File: config.mk
export PLATFORM = sky130hd
export DESIGN_NAME = branch_history_table
export DESIGN_NICKNAME = d
export VERILOG_FILES = /design/src/rtl/branch_history_table_pkg.sv /design/src/rtl/branch_history_table_local_predictor.sv /design/src/rtl/branch_history_table.sv
export SDC_FILE = /design/constraint.sdc
export NUM_CORES = 1
export LEC_CHECK = 0
export CAP_MARGIN = 15
export CELL_PAD_IN_SITES_DETAIL_PLACEMENT = 0
export CELL_PAD_IN_SITES_GLOBAL_PLACEMENT = 1
export CORE_AREA = 2 2 141 143
export DETAILED_ROUTE_END_ITERATION = 7
export DIE_AREA = 0 0 143 145
export GPL_TIMING_DRIVEN = 0
export PLACE_DENSITY = 0.86
export SLEW_MARGIN = 0
export SYNTH_ARGS = -nofsm -noshare
export SYNTH_HDL_FRONTEND = slang
export SYNTH_SLANG_ARGS = --single-unit
File: constraint.sdc
create_clock -name clk_i -period 4.8 [get_ports clk_i]
set_input_delay 0.96 -clock clk_i [delete_from_list [all_inputs] [get_ports clk_i]]
set_output_delay 0.96 -clock clk_i [all_outputs]
set_load 0.02 [all_outputs]
File: src/rtl/branch_history_table_pkg.sv
`default_nettype none
// ============================================================================
//  Module   : branch_history_table_pkg
//  Purpose  : Shared types and constants for the branch history table:
//             2-bit saturating counter encodings, the counter-state type,
//             default table geometry and the counter next-state helper.
//  Ports    : none (package)
//  Revision : 1.0 - initial release
// ============================================================================
package branch_history_table_pkg;

  // Counter encodings; the MSB doubles as the taken/not-taken prediction.
  typedef enum logic [1:0] {
    CTR_SU = 2'b00,  // strongly not-taken
    CTR_WU = 2'b01,  // weakly not-taken (reset state)
    CTR_WT = 2'b10,  // weakly taken
    CTR_ST = 2'b11   // strongly taken
  } ctr_state_e;

  localparam int unsigned c_entries_log2_default = 6;
  localparam int unsigned c_ghr_width_default    = 6;

  // Move one step toward the resolved outcome, saturating at both ends.
  function automatic ctr_state_e ctr_next(input ctr_state_e cur, input logic taken);
    ctr_state_e nxt;
    nxt = cur;
    case (cur)
      CTR_SU:  nxt = taken ? CTR_WU : CTR_SU;
      CTR_WU:  nxt = taken ? CTR_WT : CTR_SU;
      CTR_WT:  nxt = taken ? CTR_ST : CTR_WU;
      CTR_ST:  nxt = taken ? CTR_ST : CTR_WT;
      default: nxt = CTR_WU;
    endcase
    return nxt;
  endfunction

endpackage
`default_nettype wire

File: src/rtl/branch_history_table_local_predictor.sv
`default_nettype none
// ============================================================================
//  Module   : local_predictor
//  Purpose  : One 2-bit saturating counter of the branch history table.
//             Moves toward the resolved outcome on an enabled clock edge and
//             exposes its MSB as the prediction.
//  Ports    : clk_i          - clock
//             reset_i        - asynchronous active-high reset (counter -> WU)
//             enable_i       - update this counter on the current edge
//             pc_src_res_e_i - resolved outcome (1 = taken)
//             pc_src_pred_o  - current prediction (counter MSB)
//  Revision : 1.0 - initial release
// ============================================================================
module local_predictor
  import branch_history_table_pkg::*;
(
  input  logic clk_i,
  input  logic reset_i,
  input  logic enable_i,
  input  logic pc_src_res_e_i,
  output logic pc_src_pred_o
);

  ctr_state_e state_q;
  ctr_state_e state_d;

  always_comb begin
    state_d = state_q;
    if (enable_i) begin
      state_d = ctr_next(state_q, pc_src_res_e_i);
    end
  end

  always_ff @(posedge clk_i or posedge reset_i) begin
    if (reset_i) begin
      state_q <= CTR_WU;
    end else begin
      state_q <= state_d;
    end
  end

  assign pc_src_pred_o = state_q[1];

endmodule
`default_nettype wire

File: src/rtl/branch_history_table.sv
`default_nettype none
// ============================================================================
//  Module   : branch_history_table
//  Purpose  : Branch history table of 2-bit saturating counters indexed by
//             fetch PC. Predicts in F (combinational read, no bypass),
//             carries index/prediction through D and E, trains the selected
//             counter in E and flags mispredictions.
//  Config   : BHT_GSHARE_EN - when defined, a non-speculative global history
//             register is XORed into the index and shifts on every update.
//  Ports    : clk_i           - clock
//             reset_i         - asynchronous active-high reset
//             pc_f_i          - fetch PC
//             pc_src_pred_f_o - F-stage prediction
//             stall_d_i       - hold F->D tracking register
//             flush_d_i       - clear F->D tracking register
//             flush_e_i       - clear D->E tracking register
//             branch_op_e_i   - E-stage instruction is a conditional branch
//             pc_src_res_e_i  - resolved E-stage outcome (1 = taken)
//             pc_src_pred_e_o - prediction made for the E-stage instruction
//             mispredict_e_o  - E-stage branch prediction was wrong
//  Revision : 1.0 - initial release
// ============================================================================
module branch_history_table
  import branch_history_table_pkg::*;
#(
  parameter int unsigned ENTRIES_LOG2 = c_entries_log2_default,
  parameter int unsigned GHR_WIDTH    = c_ghr_width_default
) (
  input  logic        clk_i,
  input  logic        reset_i,
  input  logic [31:0] pc_f_i,
  output logic        pc_src_pred_f_o,
  input  logic        stall_d_i,
  input  logic        flush_d_i,
  input  logic        flush_e_i,
  input  logic        branch_op_e_i,
  input  logic        pc_src_res_e_i,
  output logic        pc_src_pred_e_o,
  output logic        mispredict_e_o
);

  localparam int unsigned c_entries = 2 ** ENTRIES_LOG2;

  logic [ENTRIES_LOG2-1:0] w_pc_idx;
  logic [ENTRIES_LOG2-1:0] w_idx_f;
  logic [c_entries-1:0]    w_pred_vec;
  logic [c_entries-1:0]    w_enable;
  logic                    w_unused_pc;

  // Tracking registers: F->D (fd_*) and D->E (de_*).
  logic [ENTRIES_LOG2-1:0] fd_idx_q, fd_idx_d;
  logic                    fd_pred_q, fd_pred_d;
  logic [ENTRIES_LOG2-1:0] de_idx_q, de_idx_d;
  logic                    de_pred_q, de_pred_d;

  assign w_pc_idx    = pc_f_i[ENTRIES_LOG2+1:2];
  assign w_unused_pc = ^{pc_f_i[31:ENTRIES_LOG2+2], pc_f_i[1:0]};

`ifdef BHT_GSHARE_EN
  logic [GHR_WIDTH-1:0]    ghr_q, ghr_d;
  logic [GHR_WIDTH-1:0]    w_ghr_shift;
  logic [ENTRIES_LOG2-1:0] w_ghr_ext;

  if (GHR_WIDTH == 1) begin : g_ghr_one
    assign w_ghr_shift = pc_src_res_e_i;
  end else begin : g_ghr_wide
    assign w_ghr_shift = {ghr_q[GHR_WIDTH-2:0], pc_src_res_e_i};
  end

  // History only advances on resolution, never on prediction.
  always_comb begin
    ghr_d = ghr_q;
    if (branch_op_e_i) begin
      ghr_d = w_ghr_shift;
    end
  end

  always_comb begin
    w_ghr_ext                = '0;
    w_ghr_ext[GHR_WIDTH-1:0] = ghr_q;
  end

  always_ff @(posedge clk_i or posedge reset_i) begin
    if (reset_i) begin
      ghr_q <= '0;
    end else begin
      ghr_q <= ghr_d;
    end
  end

  assign w_idx_f = w_pc_idx ^ w_ghr_ext;
`else
  logic w_unused_cfg;
  assign w_unused_cfg = (GHR_WIDTH != 0);
  assign w_idx_f      = w_pc_idx;
`endif

  // Counter array; only the entry addressed by the E-stage index trains.
  for (genvar i = 0; i < c_entries; i++) begin : g_entry
    assign w_enable[i] = branch_op_e_i && (de_idx_q == ENTRIES_LOG2'(i));

    local_predictor u_local_predictor (
      .clk_i          (clk_i),
      .reset_i        (reset_i),
      .enable_i       (w_enable[i]),
      .pc_src_res_e_i (pc_src_res_e_i),
      .pc_src_pred_o  (w_pred_vec[i])
    );
  end

  // Reads the registered counter, so a same-cycle update is not visible.
  assign pc_src_pred_f_o = w_pred_vec[w_idx_f];

  always_comb begin
    fd_idx_d  = fd_idx_q;
    fd_pred_d = fd_pred_q;
    if (flush_d_i) begin
      fd_idx_d  = '0;
      fd_pred_d = 1'b0;
    end else if (!stall_d_i) begin
      fd_idx_d  = w_idx_f;
      fd_pred_d = pc_src_pred_f_o;
    end
  end

  always_comb begin
    de_idx_d  = fd_idx_q;
    de_pred_d = fd_pred_q;
    if (flush_e_i) begin
      de_idx_d  = '0;
      de_pred_d = 1'b0;
    end
  end

  always_ff @(posedge clk_i or posedge reset_i) begin
    if (reset_i) begin
      fd_idx_q  <= '0;
      fd_pred_q <= 1'b0;
      de_idx_q  <= '0;
      de_pred_q <= 1'b0;
    end else begin
      fd_idx_q  <= fd_idx_d;
      fd_pred_q <= fd_pred_d;
      de_idx_q  <= de_idx_d;
      de_pred_q <= de_pred_d;
    end
  end

  assign pc_src_pred_e_o = de_pred_q;
  assign mispredict_e_o  = branch_op_e_i & (de_pred_q != pc_src_res_e_i);

endmodule
`default_nettype wire

==> key figures <==
Outcome
  – Status: finished clean

Timing
  – Slew Limit Fails: 0
  – Final setup fails: 0
  – Final period utilization: 91.9%
  – Minimum clock period: 4.41 ns
  – RSZ-0062 raised after global routing: false
  – Slew HR: 36.4%
  – Slew @ Worst Pin: 0.952 ns
  – Fin. Hold Viols: 0
  – Clock Skews: about 0.0085 ns
  – Max Clk Rate: 0.227 GHz

Die
  – Die height: 145 microns
  – Standard-cell rows: 51
  – Die Area: between 20000 and 25000 sq um
  – Ports: between 40 and 50
  – Initial Util: 41.2%
  – Die W: 143 microns
  – Core ar.: ~19000 sq um

Worst setup path
  – Critical path type: input port to primary output
  – Startpoint types: input port
  – WP data required: 3.84 ns
  – R2R setup slack: 2.28 ns
  – Worst EP arrival: 3.45 ns
  – Worst setup EP type: primary output
  – Number of cells on the worst reg-to-reg path: 6
  – Crit path max fanout: 10

Logic synthesis
  – Synthesized cell area: 7920 sq um
  – Count leader, synth: nor2_1
  – Register area share after synthesis: 45.9%
  – #FFs+latches synth: 142
  – Syn_area_per_cell: between 8 and 9 sq um
  – Post-synth top area cell: dfrtp_1
  – Most used DFF post-synth: dfrtp_1
  – Post-synth EDFFs: 0
  – Most frequent cells after synthesis: nor2_1, a21oi_1, o21ai_0
  – Unique cell type count in the Yosys netlist: 56
  – Syn Inst Count: approximately 890
  – Syn_nets: 927
  – Fraction of registers with async set/reset: 100%
  – Ranking of synthesized cells by area: dfrtp_1, dfstp_2, a21oi_1, nor2_1, o21ai_0
  – Top cell type's share of synthesized area: 24.6%
  – Synth warnings: 0

Clock tree
  – Setup Buffers After CTS: 0
  – Hold_buf cts: 0
  – Worst skew pair latency: 0.43 ns
  – Inserted Clock Buffers: 17
  – Clock sink count: 142
  – CTS Buffer Depth: 2
  – Post_cts resized: 0
  – CTS tree: done
  – H-tree depth: 4
  – Root buffer cell: clkbuf_16
  – Clk slew on worst S/H paths: 0.05 ns

Placed design
  – Gpl congestion: roughly 0.9
  – PortBufs: 11
  – DP HPWL: 15400 microns

Finish
  – Util after Layout: 46.9%
  – # fillers: 1836
  – Storage element area: ~3600 sq um
  – Area growth, synth to finish: 13.6%
  – Multi-input logic area: 3970 sq um
  – Final nets: ~960
  – Share of cells above drive strength 1: 16.3%
  – # diodes: 0

Routing
  – DR DRC count: 0
  – Drt pass-1 iters: 6
  – Final antenna-violating net count: 0
  – Total wire length: 23100 microns
  – Initial drt markers: 785
  – Drt via density: 5.83
  – DR WL/cell: 19.3 microns
  – Vias: 6990

Worst hold path
  – WHS Path Cells: 2
  – Min-delay worst type: flop to flop

Pwr
  – Power Density: 325 nW/um^2
  – Peak supply drop: between 0.2 and 0.3 mV
  – P_leak: ~0.0033 uW
  – Total power: 2920 uW

Global route
  – Largest net degree at the start of global routing: between 90 and 100
  – Met3 Track Usage GR: 5.78%
  – Grt total ovfl: 0
  – First-pass GRT wire length: 35800 microns
  – Total GRT Usage: between 20% and 30%
  – Initial antenna violation count: 0
  – Vias in the first global route: between 6000 and 7000
  – Most Used Layer, Global Route: met1
  – Met1 usage: 33.4%
  – M2 GR Usage: 32.5%

Flow run
  – Max Cap Viol: 0
## cell type report
class                   instances  area share (%)
plain buffers                  58            2.86
repair buffers                 13            1.58
inverters                      16           0.723
multi-input cells             672            44.1
flip-flops and latches        142            40.4
well taps                     265            3.68
clock buffers                  21            5.12
clock inverters                11            1.54
## stage by stage
step,cells,instance area [sq um],setup TNS (ns),setup WS [ns],hold slack (ns)
after floorplan,888,7920,0,0.136,0.463
after global placement,1164,8360,-204.70,-2.16,0.471
after detailed placement,1166,8400,0,0.430,0.473
after CTS,1198,9000,0,0.426,0.485
after global routing,1198,9000,0,0.218,0.498
final,1198,9000,0,0.390,0.480
## layout by cell type, fill, tap and decap left out, types with 3 or more instances in the layout
cell,n
a21bo_2,17
nand3_1,11
o221a_2,8
nor2_1,147
dfstp_2,64
clkbuf_1,43
mux4_2,10
and2_1,6
nand4b_1,3
and3_1,4
dfrtp_1,78
o211ai_1,19
nand3b_1,6
bufinv_16,3
buf_2,11
buf_1,4
a21oi_1,127
mux2i_1,20
nand2_1,85
o31ai_1,4
clkdlybuf4s50_1,11
o2111ai_1,3
a211oi_1,11
clkbuf_16,17
nor3b_1,5
clkinv_2,5
nand4bb_1,5
nor2b_1,8
a221o_1,4
nor3_1,11
o21ai_0,95
mux4_1,5
or3_1,17
inv_1,15
a31oi_1,14
## power breakdown
| group | switching, uW | internal (uW) |
|---|---|---|
| sequential | 39.0 | 1250 |
| clock | 528 | 841 |
| combinational | 170 | 91.0 |
## sequential cells by signal, summed over array words and instances (netlist names)
name                               flops
g_entry.u_local_predictor.state_q    128
de_idx_q                               6
fd_pred_q                              1
fd_idx_q                               6
pc_src_pred_e_o                        1
## path summary, 6_finish.rpt
| check | end | start |
|---|---|---|
| max | pc_src_pred_f_o | pc_f_i[4] |
| min | g_entry[48].u_local_predictor.state_q[0] | g_entry[48].u_local_predictor.state_q[0] |
| max reg2reg | g_entry[61].u_local_predictor.state_q[1] | de_idx_q[0] |
| min reg2reg | g_entry[48].u_local_predictor.state_q[0] | g_entry[48].u_local_predictor.state_q[0] |
| max in group asynchronous | g_entry[26].u_local_predictor.state_q[0] | reset_i |
| min in group asynchronous | de_idx_q[4] | reset_i |
## logic make-up (layout without fill, tap and decap cells)
group                  count (synthesis)  in the layout  synth area share (%)
AO/OA/AOI/OAI                        311            311                  23.4
flip-flops                           142            142                  45.9
multiplexers                          35             35                  7.03
buffers and inverters                 74            119                  4.01
AND/OR/NAND/NOR                      325            325                  19.6
XOR/XNOR                               1              1                 0.111
## worst max-delay path, stage by stage
cell and delay, ns:
clkdlybuf4s50_1 0.53, buf_2 0.32, mux4_2 0.35, mux2i_1 0.33, a31oi_1 0.14, a32o_1 0.27, clkdlybuf4s50_1 0.55
## layer usage
| metal | up-vias | routed length (microns) |
|---|---|---|
| li1 | 3264 | - |
| met1 | 3426 | 10400 |
| met2 | 258 | 10300 |
| met3 | 42 | 1800 |
| met4 | 0 | 637 |
| met5 | - | 0 |
Power figures use the tool's default switching activity.
